File: src/rtl/store_merge_unit.sv
// Store merge unit: commits byte/halfword/word stores to a word-wide memory,
// doing a read-modify-write for sub-word stores and aborting on ack timeout.
module store_merge_unit #(
    parameter int WAIT_LIMIT = 255
) (
    input  logic        clk,
    input  logic        rst,
    input  logic        req_valid,
    output logic        req_ready,
    input  logic [31:0] req_addr,
    input  logic [31:0] req_data,
    input  logic [1:0]  req_size,
    output logic        done,
    output logic        err,
    output logic [31:0] mem_addr,
    output logic        mem_re,
    output logic        mem_we,
    output logic [31:0] mem_wdata,
    input  logic [31:0] mem_rdata,
    input  logic        mem_ack
);

    localparam int CW = (WAIT_LIMIT < 2) ? 1 : $clog2(WAIT_LIMIT + 1);
    localparam logic [CW-1:0] LAST_WAIT = CW'(WAIT_LIMIT - 1);

    typedef enum logic [1:0] {
        IDLE,
        READ,
        WRITE,
        RESP
    } state_t;

    state_t         state_q, state_d;
    logic [31:0]    addr_q, addr_d;
    logic [1:0]     off_q, off_d;
    logic [15:0]    data_q, data_d;
    logic           is_byte_q, is_byte_d;
    logic [31:0]    wdata_q, wdata_d;
    logic [CW-1:0]  wait_q, wait_d;
    logic           err_flag_q, err_flag_d;

    logic           req_is_byte;
    logic           req_is_half;
    logic           req_misaligned;
    logic [31:0]    merged;
    logic [4:0]     byte_lsb;
    logic [4:0]     half_lsb;

    always_comb begin
        req_is_byte    = (req_size == 2'b01);
        req_is_half    = (req_size == 2'b10);
        req_misaligned = (req_is_half && req_addr[0])
                      || (!req_is_byte && !req_is_half && (req_addr[1:0] != 2'b00));
    end

    // Little-endian lane replacement over the word just read back.
    always_comb begin
        byte_lsb = {off_q, 3'b000};
        half_lsb = {off_q[1], 4'b0000};
        merged   = mem_rdata;
        if (is_byte_q) begin
            merged[byte_lsb +: 8] = data_q[7:0];
        end else begin
            merged[half_lsb +: 16] = data_q;
        end
    end

    always_comb begin
        state_d    = state_q;
        addr_d     = addr_q;
        off_d      = off_q;
        data_d     = data_q;
        is_byte_d  = is_byte_q;
        wdata_d    = wdata_q;
        wait_d     = wait_q;
        err_flag_d = err_flag_q;

        case (state_q)
            IDLE: begin
                if (req_valid) begin
                    addr_d     = {req_addr[31:2], 2'b00};
                    off_d      = req_addr[1:0];
                    data_d     = req_data[15:0];
                    is_byte_d  = req_is_byte;
                    wait_d     = '0;
                    err_flag_d = 1'b0;
                    if (req_misaligned) begin
                        state_d    = RESP;
                        err_flag_d = 1'b1;
                    end else if (req_is_byte || req_is_half) begin
                        state_d = READ;
                    end else begin
                        state_d = WRITE;
                        wdata_d = req_data;
                    end
                end
            end
            READ: begin
                if (mem_ack) begin
                    state_d = WRITE;
                    wdata_d = merged;
                    wait_d  = '0;
                end else if (wait_q == LAST_WAIT) begin
                    state_d    = RESP;
                    err_flag_d = 1'b1;
                end else begin
                    wait_d = wait_q + 1'b1;
                end
            end
            WRITE: begin
                if (mem_ack) begin
                    state_d    = RESP;
                    err_flag_d = 1'b0;
                end else if (wait_q == LAST_WAIT) begin
                    state_d    = RESP;
                    err_flag_d = 1'b1;
                end else begin
                    wait_d = wait_q + 1'b1;
                end
            end
            RESP: begin
                state_d = IDLE;
                wait_d  = '0;
            end
            default: begin
                state_d = IDLE;
            end
        endcase
    end

    always_ff @(posedge clk or posedge rst) begin
        if (rst) begin
            state_q    <= IDLE;
            addr_q     <= '0;
            off_q      <= '0;
            data_q     <= '0;
            is_byte_q  <= 1'b0;
            wdata_q    <= '0;
            wait_q     <= '0;
            err_flag_q <= 1'b0;
        end else begin
            state_q    <= state_d;
            addr_q     <= addr_d;
            off_q      <= off_d;
            data_q     <= data_d;
            is_byte_q  <= is_byte_d;
            wdata_q    <= wdata_d;
            wait_q     <= wait_d;
            err_flag_q <= err_flag_d;
        end
    end

    // Strobes decode straight from the state so reset drops them immediately.
    always_comb begin
        req_ready = (state_q == IDLE);
        mem_re    = (state_q == READ);
        mem_we    = (state_q == WRITE);
        done      = (state_q == RESP) && !err_flag_q;
        err       = (state_q == RESP) && err_flag_q;
        mem_addr  = addr_q;
        mem_wdata = wdata_q;
    end

endmodule
File: config.mk
export PLATFORM = sky130hd
export DESIGN_NAME = store_merge_unit
export DESIGN_NICKNAME = d
export VERILOG_FILES = /design/src/rtl/store_merge_unit.sv
export SDC_FILE = /design/constraint.sdc
export NUM_CORES = 1
export LEC_CHECK = 0
export BUFFER_PORTS_ARGS = -buffer_cell sky130_fd_sc_hd__buf_4
export CAP_MARGIN = 0
export CORE_MARGIN = 4
export CORE_UTILIZATION = 45
export CTS_BUF_LIST = sky130_fd_sc_hd__clkbuf_2 sky130_fd_sc_hd__clkbuf_4 sky130_fd_sc_hd__clkbuf_8
export DETAILED_ROUTE_END_ITERATION = 8
export PLACE_DENSITY = 0.72
export SYNTH_ARGS = -nofsm -noshare
export SYNTH_HDL_FRONTEND = slang
export SYNTH_SLANG_ARGS = --single-unit
export TNS_END_PERCENT = 50
File: constraint.sdc
create_clock -name clk -period 4.4 [get_ports clk]
set_clock_uncertainty 0.05 [all_clocks]
set_input_delay 0.88 -clock clk [delete_from_list [all_inputs] [get_ports clk]]
set_output_delay 0.88 -clock clk [all_outputs]
set_load 0.02 [all_outputs]
==> Flow_metrics.wiki, run 1 <==
{| class="wikitable"
! Metric !! Value
|-
| Run status || finished clean
|-
| Num Clock Sinks || 92
|-
| Post-synthesis cell type count || 41
|-
| Number of placement rows || 39
|-
| Clock-pin slew of the registers on the worst-case setup and hold paths || 0.10 ns
|-
| Worst reg2reg path startpoint || off_q[0]
|-
| Maximum root-to-sink buffer count || 2
|-
| Switching power as a share of total power || between 40% and 50%
|-
| Count of buffers inserted at the top-level ports || 168
|-
| Seq cells post-synth || 92
|-
| Synthesis-to-layout area growth || 28.7%
|-
| Critical Path Fanout Max || 36
|-
| Violation count after the first detailed-route iteration || about 470
|-
| Post-detailed-placement half-perimeter wirelength || 10.9 mm
|-
| Type of the worst setup path || register to output pin
|-
| Slowest cell on the critical path || sky130_fd_sc_hd__ha_2
|-
| Share of the clock period used by the worst path || 71.9%
|-
| Remaining global-route overflow || 0
|-
| Die Y || 116 µm
|-
| Area contributors post-synth || sky130_fd_sc_hd__dfrtp_1, sky130_fd_sc_hd__mux2_2, sky130_fd_sc_hd__o21ai_0, sky130_fd_sc_hd__nand2_1, sky130_fd_sc_hd__nand2b_1
|-
| Element type at the critical path end || output pin
|-
| Number of cells on the worst hold path || 1
|-
| Minimum period implied by the final worst setup slack || approximately 3.2 ns
|-
| Relative contribution of combinational cells to total power || 56.8%
|-
| Sequential power share || 31.3%
|-
| Min Hold Slack || 0.464 ns
|-
| Syn Area/Cell || 9.19 µm²
|-
| Beginning of the critical path || state_q[1]
|-
| Clock latency on the worst-skew pair || 0.38 ns
|-
| Root Buffer || sky130_fd_sc_hd__clkbuf_8
|-
| Number of buffers inserted during clock tree synthesis || 9
|-
| Count of fill cells added during filler insertion || ~1000
|-
| Top cell family by delay on the critical path || buffers and inverters
|-
| Hold Crit Class || register to register
|-
| Die width || 116 µm
|-
| Number of global-route vias before repair || 4823
|-
| Leakage power total || 3.14 nW
|-
| Hold bufs inserted after CTS || 0
|-
| H-Tree Level Count || 3
|-
| Post-CTS sizing || 0
|-
| Antenna Nets Post-Route || 0
|-
| Measured slew at the worst slew-check pin || 1.26 ns
|-
| Combined area of the multi-input logic cells || approximately 0.0026 mm²
|-
| Die Footprint || 0.0136 mm²
|-
| Maximum Capacitance Violations || 0
|-
| Register area share after synthesis || a little over two fifths
|-
| Overall via count from detail_route || slightly below 5000
|-
| RD Place Congestion || 0.859
|-
| Cell with the most instances after synthesis || sky130_fd_sc_hd__dfrtp_1
|-
| Detail-routed net length per standard cell || 17.2 µm
|-
| Internal || around 2.8 mW
|-
| Most area-hungry cell type in the Yosys netlist || sky130_fd_sc_hd__dfrtp_1
|-
| Post-detailed-route DRC marker count || 0
|-
| Total negative slack || 0 ns
|-
| EDFF count, synth || 0
|-
| Startpoint kind of the worst setup timing path || register
|-
| IO Pins || 171
|-
| Most numerous cell on the critical path || sky130_fd_sc_hd__buf_4
|-
| Starting Density || 46.1%
|-
| CTS tree || built
|-
| Data required, critical path || 3.47 ns
|-
| Largest net degree at the start of global routing || between 60 and 70
|-
| Number of vias per cell || 5.67
|-
| Synth top area share || 43.5%
|-
| Final Slew Violations || 0
|-
| Hold worst-path end || mem_addr[19]
|-
| Maximum ir drop on the vdd rail || approximately 0.0004 V
|-
| Cells after synthesis || around 580
|-
| Number of antenna repair diodes || 0
|-
| Power density over cell area || 749 mW/mm²
|-
| WL final || 14.9 mm
|-
| Critical Path Max Stage Delay || 0.64 ns
|-
| RSZ-0062 raised after global routing || no
|-
| Total net switching power || 2.30 mW
|-
| Crit-path cells || inv_1, ha_2, buf_4, buf_4
|-
| Worst hold start || mem_addr[19]
|-
| Final number of hold-violating endpoints || 0
|-
| Max-slew headroom || 14.9%
|-
| Number of buffers inserted to repair setup after CTS || 0
|-
| Number of iterations in the first detailed-routing pass || 5
|-
| Warnings from Yosys || 0
|-
| Proportion of layout cells with a drive suffix above 1 || 34.3%
|-
| Placeable Area || 0.0115 mm²
|-
| Mapped cell area || 0.00529 mm²
|-
| Logic depth of the worst register-to-register path || 6
|-
| Data arrival time of the critical path || about 2.2 ns
|-
| Nets || 836
|-
| Worst setup slack for register-to-register paths || 1.66 ns
|-
| Fraction of power consumed by the clock network || 11.9%
|-
| Synth cell count leaders || sky130_fd_sc_hd__dfrtp_1, sky130_fd_sc_hd__o21ai_0, sky130_fd_sc_hd__nand2_1
|-
| Worst R2R End || mem_wdata[6]
|-
| Total GRT Usage || 22.2%
|-
| First-pass GRT wire length || 23.7 mm
|-
| Number of antenna violations at the first check in global routing || 0
|-
| Final setup viols || 0
|-
| Most used DFF post-synth || sky130_fd_sc_hd__dfrtp_1
|-
| Buf/Inv on CP || 3
|-
| Peak clock frequency supported by timing || 316 MHz
|-
| Sequential standard cell area || ~0.0023 mm²
|-
| Fraction of registers with async set/reset || 100%
|}
-- cell usage in the layout, fill, tap and decap left out, drive strengths merged, types with 5 or more instances in the layout --
master  count
ha         15
inv        47
o221ai     15
nor2b       5
a31oi      32
o22a       17
o21ai      86
buf       174
and3        8
nor2       20
clkbuf     10
mux2       50
nand2      55
nand4      10
nand2b     33
a21oi      16
dfrtp      92
nor3       10
-- registers in the layout, summed over array words and instances, names as in the netlist --
register	cells
is_byte_q	1
mem_wdata	32
data_q	16
wait_q	8
err_flag_q	1
mem_addr	30
state_q	2
off_q	2
-- power groups by stage --
stage	combinational [mW]	clock (mW)	sequential [mW]
finish	2.89	0.607	1.59
floorplan	1.67	0	1.85
CTS	2.90	0.626	1.59
detailed placement	2.89	0	1.61
global placement	2.81	0	1.58
global route	3.18	0.663	1.65
-- layer usage --
layer / vias up / routed length (µm) / GRT usage, %
met4: 0 / 317 / 7.19
met2: 234 / 6900 / 34.5
li1: 2333 / - / -
met3: 20 / 1490 / 7.15
met5: - / 0 / 0
met1: 2326 / 6230 / 29.5
-- cells by family after synthesis --
logic type	synth area share, %
fa+ha+maj	3.55
flops	43.5
simple gates	14.0
other cells	0.0709
buf+inv	6.67
mux	10.6
compound gates	21.6
-- metrics by stage --
stage / total power, mW / cell area (µm²) / std cells / worst slack, ns / utilization, %
detailed placement: 4.50 / 6600 / 851 / 1.52 / 57.6
floorplan: 3.52 / 5300 / 577 / 1.08 / -
global route: 5.49 / 6810 / 867 / 1.09 / 59.4
finish: 5.10 / 6810 / 867 / 1.24 / 59.4
CTS: 5.12 / 6810 / 867 / 1.22 / 59.4
global placement: 4.39 / 6600 / 851 / 1.60 / 57.6
-- worst max path at each step --
stage / to / slack (ns) / cells after the start
2_1_floorplan: data_q[0] / 1.08 / 1
3_3_place_gp: mem_wdata[0] / 1.60 / 8
3_5_place_dp: mem_wdata[0] / 1.52 / 8
4_1_cts: mem_re / 1.22 / 4
5_1_grt: mem_re / 1.09 / 4
6_report: mem_re / 1.24 / 4
-- worst reg2reg max path, cell delays in order, from the launching register on --
cell and delay (ns):
sky130_fd_sc_hd__dfrtp_1 0.45, sky130_fd_sc_hd__inv_1 0.11, sky130_fd_sc_hd__ha_1 0.45, sky130_fd_sc_hd__nor4bb_1 1.09, sky130_fd_sc_hd__nand2_1 0.13, sky130_fd_sc_hd__a31oi_1 0.25, sky130_fd_sc_hd__o22a_1 0.17
-- area by class of cell --
type | count | share of cell area (%)
Multi-Input combinational cell | 398 | 38.9
Sequential cell | 92 | 33.8
Timing Repair Buffer | 174 | 19.2
Tap cell | 143 | 2.63
Inverter | 44 | 2.46
Clock buffer | 10 | 2.02
Clock inverter | 6 | 1.03
Power figures use the tool's default switching activity.
==> run 2: changes to the inputs <==
ABC_AREA = 1   (was not set)
PLACE_DENSITY = 0.71   (was 0.72)
clock period = 3.3 ns   (was 4.4 ns; I/O delays follow)
==> run 2 against run 1 <==
Die area is 13% higher. Sequential power rose by 30%. Sequential share of layout area decreased by 3.2 points. Combinational power is 48% higher. Clock power up 23%. Core utilization shrank 0.97 points. Non-clock buffer count increased by 1. Flip-flop and latch count stayed put. Synthesized cell count increased by 57%. Critical path type unchanged.
==> Flow_metrics.wiki, run 2 <==
{| class="wikitable"
! Metric !! Value
|-
| Worst setup slack for register-to-register paths || 1.01 ns (-0.65 ns)
|-
| Beginning of the critical path || state_q[1]
|-
| Cells after synthesis || 903 (+57%)
|-
| Number of buffers inserted during clock tree synthesis || 9 (unchanged)
|-
| Critical Path Max Stage Delay || 0.46 ns (-0.18 ns)
|-
| Hold bufs inserted after CTS || 0 (unchanged)
|-
| WL final || 16.1 mm (+7.7%)
|-
| Total negative slack || 0 ns (unchanged)
|-
| Register area share after synthesis || 38.3% (-5.2 points)
|-
| Wire length on met2 || 7.31 mm (+6.0%)
|-
| Synth cell count leaders || sky130_fd_sc_hd__nand2_1, sky130_fd_sc_hd__inv_1, sky130_fd_sc_hd__nor2_1
|-
| Minimum period implied by the final worst setup slack || 2.45 ns
|-
| Die width || 124 µm (+6.2%)
|-
| Routed met1 length || 7.09 mm (+14%)
|-
| H-Tree Level Count || 3 (unchanged)
|-
| Num Clock Sinks || 92 (unchanged)
|-
| Leakage power total || 4.36 nW (+39%)
|-
| RSZ-0062 raised after global routing || no
|-
| Post-detailed-route DRC marker count || 0 (unchanged)
|-
| Startpoint kind of the worst setup timing path || register
|-
| Leading cell type in the layout, fill and taps excluded || sky130_fd_sc_hd__nand2_1
|-
| Remaining global-route overflow || 0 (unchanged)
|-
| Count of fill cells added during filler insertion || 1243 (+18%)
|-
| Maximum ir drop on the vdd rail || 0.000521 V (+27%)
|-
| IO Pins || 171 (unchanged)
|-
| Data required, critical path || 2.59 ns (-0.88 ns)
|-
| Die Y || 124 µm (+6.2%)
|-
| Number of antenna violations at the first check in global routing || 0 (unchanged)
|-
| EDFF count, synth || 0 (unchanged)
|-
| Buf/Inv on CP || 3 (unchanged)
|-
| Logic depth of the worst register-to-register path || 9 (+3)
|-
| Post-layout power || 7.08 mW (+39%)
|-
| Sequential power share || 29.1% (-2.2 points)
|-
| Root Buffer || sky130_fd_sc_hd__clkbuf_8
|-
| Number of antenna repair diodes || 0 (unchanged)
|-
| Area contributors post-synth || sky130_fd_sc_hd__dfrtp_1, sky130_fd_sc_hd__nand2_1, sky130_fd_sc_hd__inv_1, sky130_fd_sc_hd__nor2_1, sky130_fd_sc_hd__a21oi_1
|-
| Maximum Capacitance Violations || 0 (unchanged)
|-
| Mapped cell area || 0.00601 mm² (+14%)
|-
| Synth top area share || 38.3% (-5.2 points)
|-
| Total number of cells along the worst setup path || 4 (unchanged)
|-
| Internal || 3.63 mW (+30%)
|-
| Number of iterations in the first detailed-routing pass || 4 (-1)
|-
| Final number of hold-violating endpoints || 0 (unchanged)
|-
| Met3 WL post-DR || 1.44 mm (-3.7%)
|-
| Most numerous cell on the critical path || sky130_fd_sc_hd__buf_4
|-
| Run status || finished clean
|-
| First-pass GRT wire length || 25.9 mm (+9.1%)
|-
| Fraction of registers with async set/reset || 100% (unchanged)
|-
| Top Layer Used || met4
|-
| Post-detailed-placement half-perimeter wirelength || 11.8 mm (+8.6%)
|-
| Cell with the most instances after synthesis || sky130_fd_sc_hd__nand2_1
|-
| Share of the clock period used by the worst path || 74.3%
|-
| Final Slew Violations || 0 (unchanged)
|-
| Leading cell types in the layout, fill and taps excluded || sky130_fd_sc_hd__nand2_1, sky130_fd_sc_hd__buf_4, sky130_fd_sc_hd__inv_1
|-
| Seq cells post-synth || 92 (unchanged)
|-
| Nets || 1167 (+40%)
|-
| Post-CTS sizing || 0 (unchanged)
|-
| Clock latency on the worst-skew pair || 0.38 ns (about the same)
|-
| Post-synthesis cell type count || 22 (-46%)
|-
| Maximum root-to-sink buffer count || 2 (unchanged)
|-
| Critical path endpoint || mem_re
|-
| Type of the worst setup path || register to output pin
|-
| Relative contribution of combinational cells to total power || 60.3% (+3.5 points)
|-
| Antenna Nets Post-Route || 0 (unchanged)
|-
| Element type at the critical path end || output pin
|-
| Synthesis-to-layout area growth || 25.0%
|-
| Number of global-route vias before repair || 5336 (+11%)
|-
| Switching power as a share of total power || 48.7% (+3.7 points)
|-
| Power density over cell area || 942 mW/mm² (+26%)
|-
| Final setup viols || 0 (unchanged)
|-
| Total net switching power || 3.45 mW (+50%)
|-
| Most used DFF post-synth || sky130_fd_sc_hd__dfrtp_1
|-
| Data arrival time of the critical path || 1.74 ns (-0.49 ns)
|-
| Number of placement rows || 41 (+5.1%)
|-
| CTS tree || built
|-
| RD Place Congestion || 0.881 (+2.6%)
|-
| Max-slew headroom || 29.7% (+15 points)
|-
| Crit-path cells || inv_1, ha_2, buf_4, buf_4
|-
| Clock-pin slew of the registers on the worst-case setup and hold paths || 0.09 ns (about the same)
|-
| Most area-hungry cell type in the Yosys netlist || sky130_fd_sc_hd__dfrtp_1
|-
| Largest net degree at the start of global routing || 66 (-1.5%)
|-
| Number of buffers inserted to repair setup after CTS || 0 (unchanged)
|-
| Combined area of the multi-input logic cells || 0.00285 mm² (+7.6%)
|-
| Hold Crit Class || input port to async pin
|-
| Flip-flop count of the largest register after layout || 32 (unchanged)
|-
| Worst R2R End || mem_wdata[14]
|-
| Proportion of layout cells with a drive suffix above 1 || 21.9% (-12 points)
|-
| Count of buffers inserted at the top-level ports || 168 (unchanged)
|-
| Starting Density || 46.7% (+0.57 points)
|-
| Total GRT Usage || 21.5% (-0.72 points)
|-
| Violation count after the first detailed-route iteration || 346 (-26%)
|-
| Peak clock frequency supported by timing || 408 MHz
|-
| Die Footprint || 0.0153 mm² (+13%)
|-
| Detail-routed net length per standard cell || 13.1 µm (-24%)
|-
| Measured slew at the worst slew-check pin || 1.05 ns (-0.207 ns)
|-
| Number of vias per cell || 4.68 (-17%)
|-
| Syn Area/Cell || 6.66 µm² (-27%)
|-
| Sequential standard cell area || 0.00230 mm² (unchanged)
|-
| Worst reg2reg path startpoint || off_q[1]
|-
| Warnings from Yosys || 0 (unchanged)
|-
| Placeable Area || 0.0129 mm² (+12%)
|-
| Fraction of power consumed by the clock network || 10.6% (-1.3 points)
|-
| Top cell family by delay on the critical path || buffers and inverters
|-
| Slowest cell on the critical path || sky130_fd_sc_hd__dfrtp_1
|-
| Overall via count from detail_route || 5737 (+17%)
|-
| Critical Path Fanout Max || 34 (-5.6%)
|}
run 2: changes by cell type after synthesis, sizes merged, moves of 33 or more:
cell / delta
nor2: +108
o21ai: -58
nand2b: -33
nand2: +214
inv: +124
nand3: +42
a21oi: +58
run 2: cell families after synthesis:
family	count (synthesis)	share of synthesized area, %
and+or+nand+nor	451	29.8
buffers and inverters	212	14.5
AOI/OAI and AO/OA	102	8.55
DFF	92	38.3
muxes	30	5.62
adders and majority gates	15	3.12
other	1	0.0623
run 2: how the worst min path moves through the flow:
stage | end | slack (ns) | cells after the start
after floorplan | data_q[15] | 0.42 | 2
after global placement | mem_addr[17] | 0.44 | 1
after detailed placement | data_q[15] | 0.44 | 2
after CTS | mem_wdata[28] | 0.39 | 2
after global routing | mem_addr[23] | 0.41 | 2
final | mem_addr[23] | 0.35 | 2
run 2: through the flow:
| step | utilization [%] | instance area [µm²] | hold WS (ns) | cells | setup slack [ns] |
|---|---|---|---|---|---|
| global placement | 57.0 | 7340 | 0.439 | 1211 | 0.955 |
| global route | 58.4 | 7520 | 0.415 | 1226 | 0.720 |
| CTS | 58.4 | 7520 | 0.387 | 1226 | 0.830 |
| floorplan | - | 6020 | 0.424 | 904 | 0.198 |
| detailed placement | 57.0 | 7340 | 0.444 | 1211 | 0.928 |
| finish | 58.4 | 7520 | 0.355 | 1226 | 0.848 |
run 2: power by group through the flow:
stage	combinational, mW	clock (mW)	sequential, mW
floorplan	2.63	0	2.45
global placement	4.24	0	2.07
detailed placement	4.30	0	2.07
CTS	4.31	0.767	2.06
global route	4.82	0.814	2.12
finish	4.27	0.747	2.06
run 2: layer usage:
metal  track usage, %  vias to the layer above
li1                 -                     3006
met1             28.6                     2526
met2             33.4                      183
met3             6.72                       22
met4             6.78                        0
met5                0                        -
run 2: cell type report:
cell class	instances	area share, %
Tap cell	172	2.86
Timing Repair Buffer	175	17.6
Inverter	172	8.62
Clock buffer	12	2.11
Clock inverter	3	0.300
Multi-Input combinational cell	600	37.9
Sequential cell	92	30.6
==> run 3: changes to the inputs <==
ABC_AREA = 0   (was 1)
PLACE_DENSITY = 0.72   (was 0.71)
clock period = 2.49 ns   (was 3.3 ns; I/O delays follow)
==> run 3 against run 2 <==
First-iteration DRC count up 21%. Clock power up 53%. Worst setup slack worse by 0.61 ns. Critical path depth up 3. Global-route usage up 0.69 points. Register-to-register slack worse by 0.77 ns. Power up 31%. Cell area down 8.0%. Worst hold slack worse by 0.17 ns. Flip-flop and latch count unchanged. Sequential share of layout area up 2.7 points.
==> Flow_metrics.wiki, run 3 (synthesis results as in run 1) <==
{| class="wikitable"
! Metric !! Value
|-
| Run status || finished clean
|-
| Type of the worst setup path || register to register
|-
| Count of buffers inserted at the top-level ports || 168 (unchanged)
|-
| Leading cell types in the layout, fill and taps excluded || sky130_fd_sc_hd__buf_4, sky130_fd_sc_hd__dfrtp_1, sky130_fd_sc_hd__o21ai_0
|-
| Num Clock Sinks || 92 (unchanged)
|-
| Number of placement rows || 39 (-4.9%)
|-
| Hold bufs inserted after CTS || 0 (unchanged)
|-
| Number of antenna violations at the first check in global routing || 0 (unchanged)
|-
| Post-layout power || 9.25 mW (+31%)
|-
| Detail-routed net length per standard cell || 17.1 µm (+31%)
|-
| First-pass GRT wire length || 23.7 mm (-8.4%)
|-
| Antenna Nets Post-Route || 0 (unchanged)
|-
| Die Footprint || 0.0136 mm² (-11%)
|-
| Starting Density || 46.1% (-0.57 points)
|-
| Sequential power share || 30.6% (+1.5 points)
|-
| Number of antenna repair diodes || 0 (unchanged)
|-
| Clock latency on the worst-skew pair || 0.37 ns (about the same)
|-
| Element type at the critical path end || register
|-
| Sequential standard cell area || 0.00230 mm² (unchanged)
|-
| Data arrival time of the critical path || 2.51 ns (+0.77 ns)
|-
| Internal || 5.17 mW (+42%)
|-
| Total net switching power || 4.08 mW (+18%)
|-
| Final Slew Violations || 0 (unchanged)
|-
| Measured slew at the worst slew-check pin || 0.851 ns (-0.202 ns)
|-
| Relative contribution of combinational cells to total power || 57.2% (-3.1 points)
|-
| Count of fill cells added during filler insertion || 1016 (-18%)
|-
| Worst reg2reg path startpoint || off_q[0]
|-
| Worst setup slack for register-to-register paths || 0.24 ns (-0.77 ns)
|-
| Critical Path Fanout Max || 11 (-68%)
|-
| Synthesis-to-layout area growth || 30.8%
|-
| Remaining global-route overflow || 0 (unchanged)
|-
| Share of the clock period used by the worst path || 90.4%
|-
| Logic depth of the worst register-to-register path || 7 (-2)
|-
| Minimum period implied by the final worst setup slack || 2.25 ns
|-
| Switching power as a share of total power || 44.1% (-4.6 points)
|-
| Flip-flop count of the largest register after layout || 32 (unchanged)
|-
| Number of instances in the placed design || 859 (-29%)
|-
| Post-CTS sizing || 0 (unchanged)
|-
| RD Place Congestion || 0.862 (-2.1%)
|-
| Total negative slack || 0 ns (unchanged)
|-
| Worst R2R End || mem_wdata[6]
|-
| WL final || 15.0 mm (-6.8%)
|-
| Leading cell type in the layout, fill and taps excluded || sky130_fd_sc_hd__buf_4
|-
| Number of buffers inserted to repair setup after CTS || 0 (unchanged)
|-
| Combined area of the multi-input logic cells || 0.00265 mm² (-7.1%)
|-
| CTS tree || built
|-
| Peak clock frequency supported by timing || about 440 MHz
|-
| RSZ-0062 raised after global routing || no
|-
| Final setup viols || 0 (unchanged)
|-
| Post-detailed-route DRC marker count || 0 (unchanged)
|-
| Maximum ir drop on the vdd rail || 0.000748 V (+44%)
|-
| Number of iterations in the first detailed-routing pass || 5 (+1)
|-
| Number of vias per cell || 5.61 (+20%)
|-
| Largest net degree at the start of global routing || 93 (+41%)
|-
| Fraction of power consumed by the clock network || 12.3% (+1.7 points)
|-
| Total GRT Usage || 22.1% (+0.69 points)
|-
| Nets || 844 (-28%)
|-
| Hold Crit Class || input port to async pin
|-
| IO Pins || 171 (unchanged)
|-
| Post-detailed-placement half-perimeter wirelength || 11.1 mm (-6.2%)
|-
| Final number of hold-violating endpoints || 0 (unchanged)
|-
| Overall via count from detail_route || 4906 (-14%)
|-
| Number of global-route vias before repair || 4734 (-11%)
|-
| Proportion of layout cells with a drive suffix above 1 || 35.0% (+13 points)
|-
| Maximum Capacitance Violations || 0 (unchanged)
|-
| Number of cells in the finished layout apart from fillers || 875 (-29%)
|-
| Clock-pin slew of the registers on the worst-case setup and hold paths || 0.09 ns (about the same)
|-
| Startpoint kind of the worst setup timing path || register
|-
| Power density over cell area || 1340 mW/mm² (+42%)
|-
| Die Y || 116 µm (-5.8%)
|-
| Final setup slack of the worst path || 0.240 ns (-0.608 ns)
|-
| Final core area utilization || 60.3% (+1.9 points)
|-
| H-Tree Level Count || 3 (unchanged)
|-
| Pre-CTS WS || 0.258 ns (-0.670 ns)
|-
| Data required, critical path || 2.75 ns (+0.16 ns)
|-
| Violation count after the first detailed-route iteration || 419 (+21%)
|-
| Placeable Area || 0.0115 mm² (-11%)
|-
| Leakage power total || 3.20 nW (-27%)
|-
| Maximum root-to-sink buffer count || 2 (unchanged)
|-
| Root Buffer || sky130_fd_sc_hd__clkbuf_8
|-
| Max-slew headroom || 43.3% (+14 points)
|-
| Die width || 116 µm (-5.8%)
|-
| Number of buffers inserted during clock tree synthesis || 9 (unchanged)
|}
-- run 3: changes by cell type in the layout (fill, tap and decap cells not counted), moves of 17 or more --
cell,before,now
sky130_fd_sc_hd__mux2_2,30,50
sky130_fd_sc_hd__nand2b_1,0,33
sky130_fd_sc_hd__nand3_1,43,2
sky130_fd_sc_hd__o22a_1,0,17
sky130_fd_sc_hd__o21ai_0,27,73
sky130_fd_sc_hd__inv_1,164,43
sky130_fd_sc_hd__a31oi_1,0,32
sky130_fd_sc_hd__nand2_1,268,54
sky130_fd_sc_hd__nor2_1,125,20
sky130_fd_sc_hd__a21oi_1,74,16
-- run 3: worst max-delay path: stages, from the launching register on --
cell	delay (ns)
sky130_fd_sc_hd__dfrtp_1	0.45
sky130_fd_sc_hd__inv_1	0.12
sky130_fd_sc_hd__ha_1	0.46
sky130_fd_sc_hd__nor4bb_1	0.35
sky130_fd_sc_hd__buf_4	0.22
sky130_fd_sc_hd__nand2_1	0.07
sky130_fd_sc_hd__a31oi_1	0.30
sky130_fd_sc_hd__o22a_1	0.19
-- run 3: metrics by stage --
stage	hold WS, ns	cell area [µm²]
2_1_floorplan	0.412	5300
3_3_place_gp	0.438	6700
3_5_place_dp	0.446	6700
4_1_cts	0.220	6920
5_1_grt	0.217	6920
6_report	0.183	6920
-- run 3: how the worst max path moves through the flow --
stage | startpoint | slack, ns | endpoint
2_1_floorplan | off_q[1] | 0.38 | mem_wdata[16]
3_3_place_gp | req_size[0] | 0.33 | mem_wdata[0]
3_5_place_dp | req_size[0] | 0.26 | mem_wdata[0]
4_1_cts | off_q[0] | 0.29 | mem_wdata[6]
5_1_grt | state_q[0] | 0.02 | wait_q[3]
6_report | off_q[0] | 0.24 | mem_wdata[6]
-- run 3: per-layer routing --
layer | part of all wire, % | up-vias | track usage [%]
met2 | 46 | 204 | 33.6
met5 | 0 | - | 0
met4 | 2.0 | 0 | 7.89
met3 | 7.9 | 22 | 4.97
li1 | - | 2347 | -
met1 | 44 | 2333 | 31.2
-- run 3: area by class of cell --
type	count	share of cell area (%)
multi-input combinational	398	38.2
sequential	92	33.3
timing repair buffer	182	20.3
tap	143	2.59
inverter	44	2.44
clock buffer	12	2.12
clock inverter	4	1.07
-- run 3: power groups by stage --
stage | Clock [mW] | Sequential, mW | Combinational [mW]
2_1_floorplan | 0 | 3.27 | 2.96
3_3_place_gp | 0 | 2.80 | 5.10
3_5_place_dp | 0 | 2.83 | 5.28
4_1_cts | 1.17 | 2.81 | 5.29
5_1_grt | 1.22 | 2.92 | 5.76
6_report | 1.14 | 2.83 | 5.29
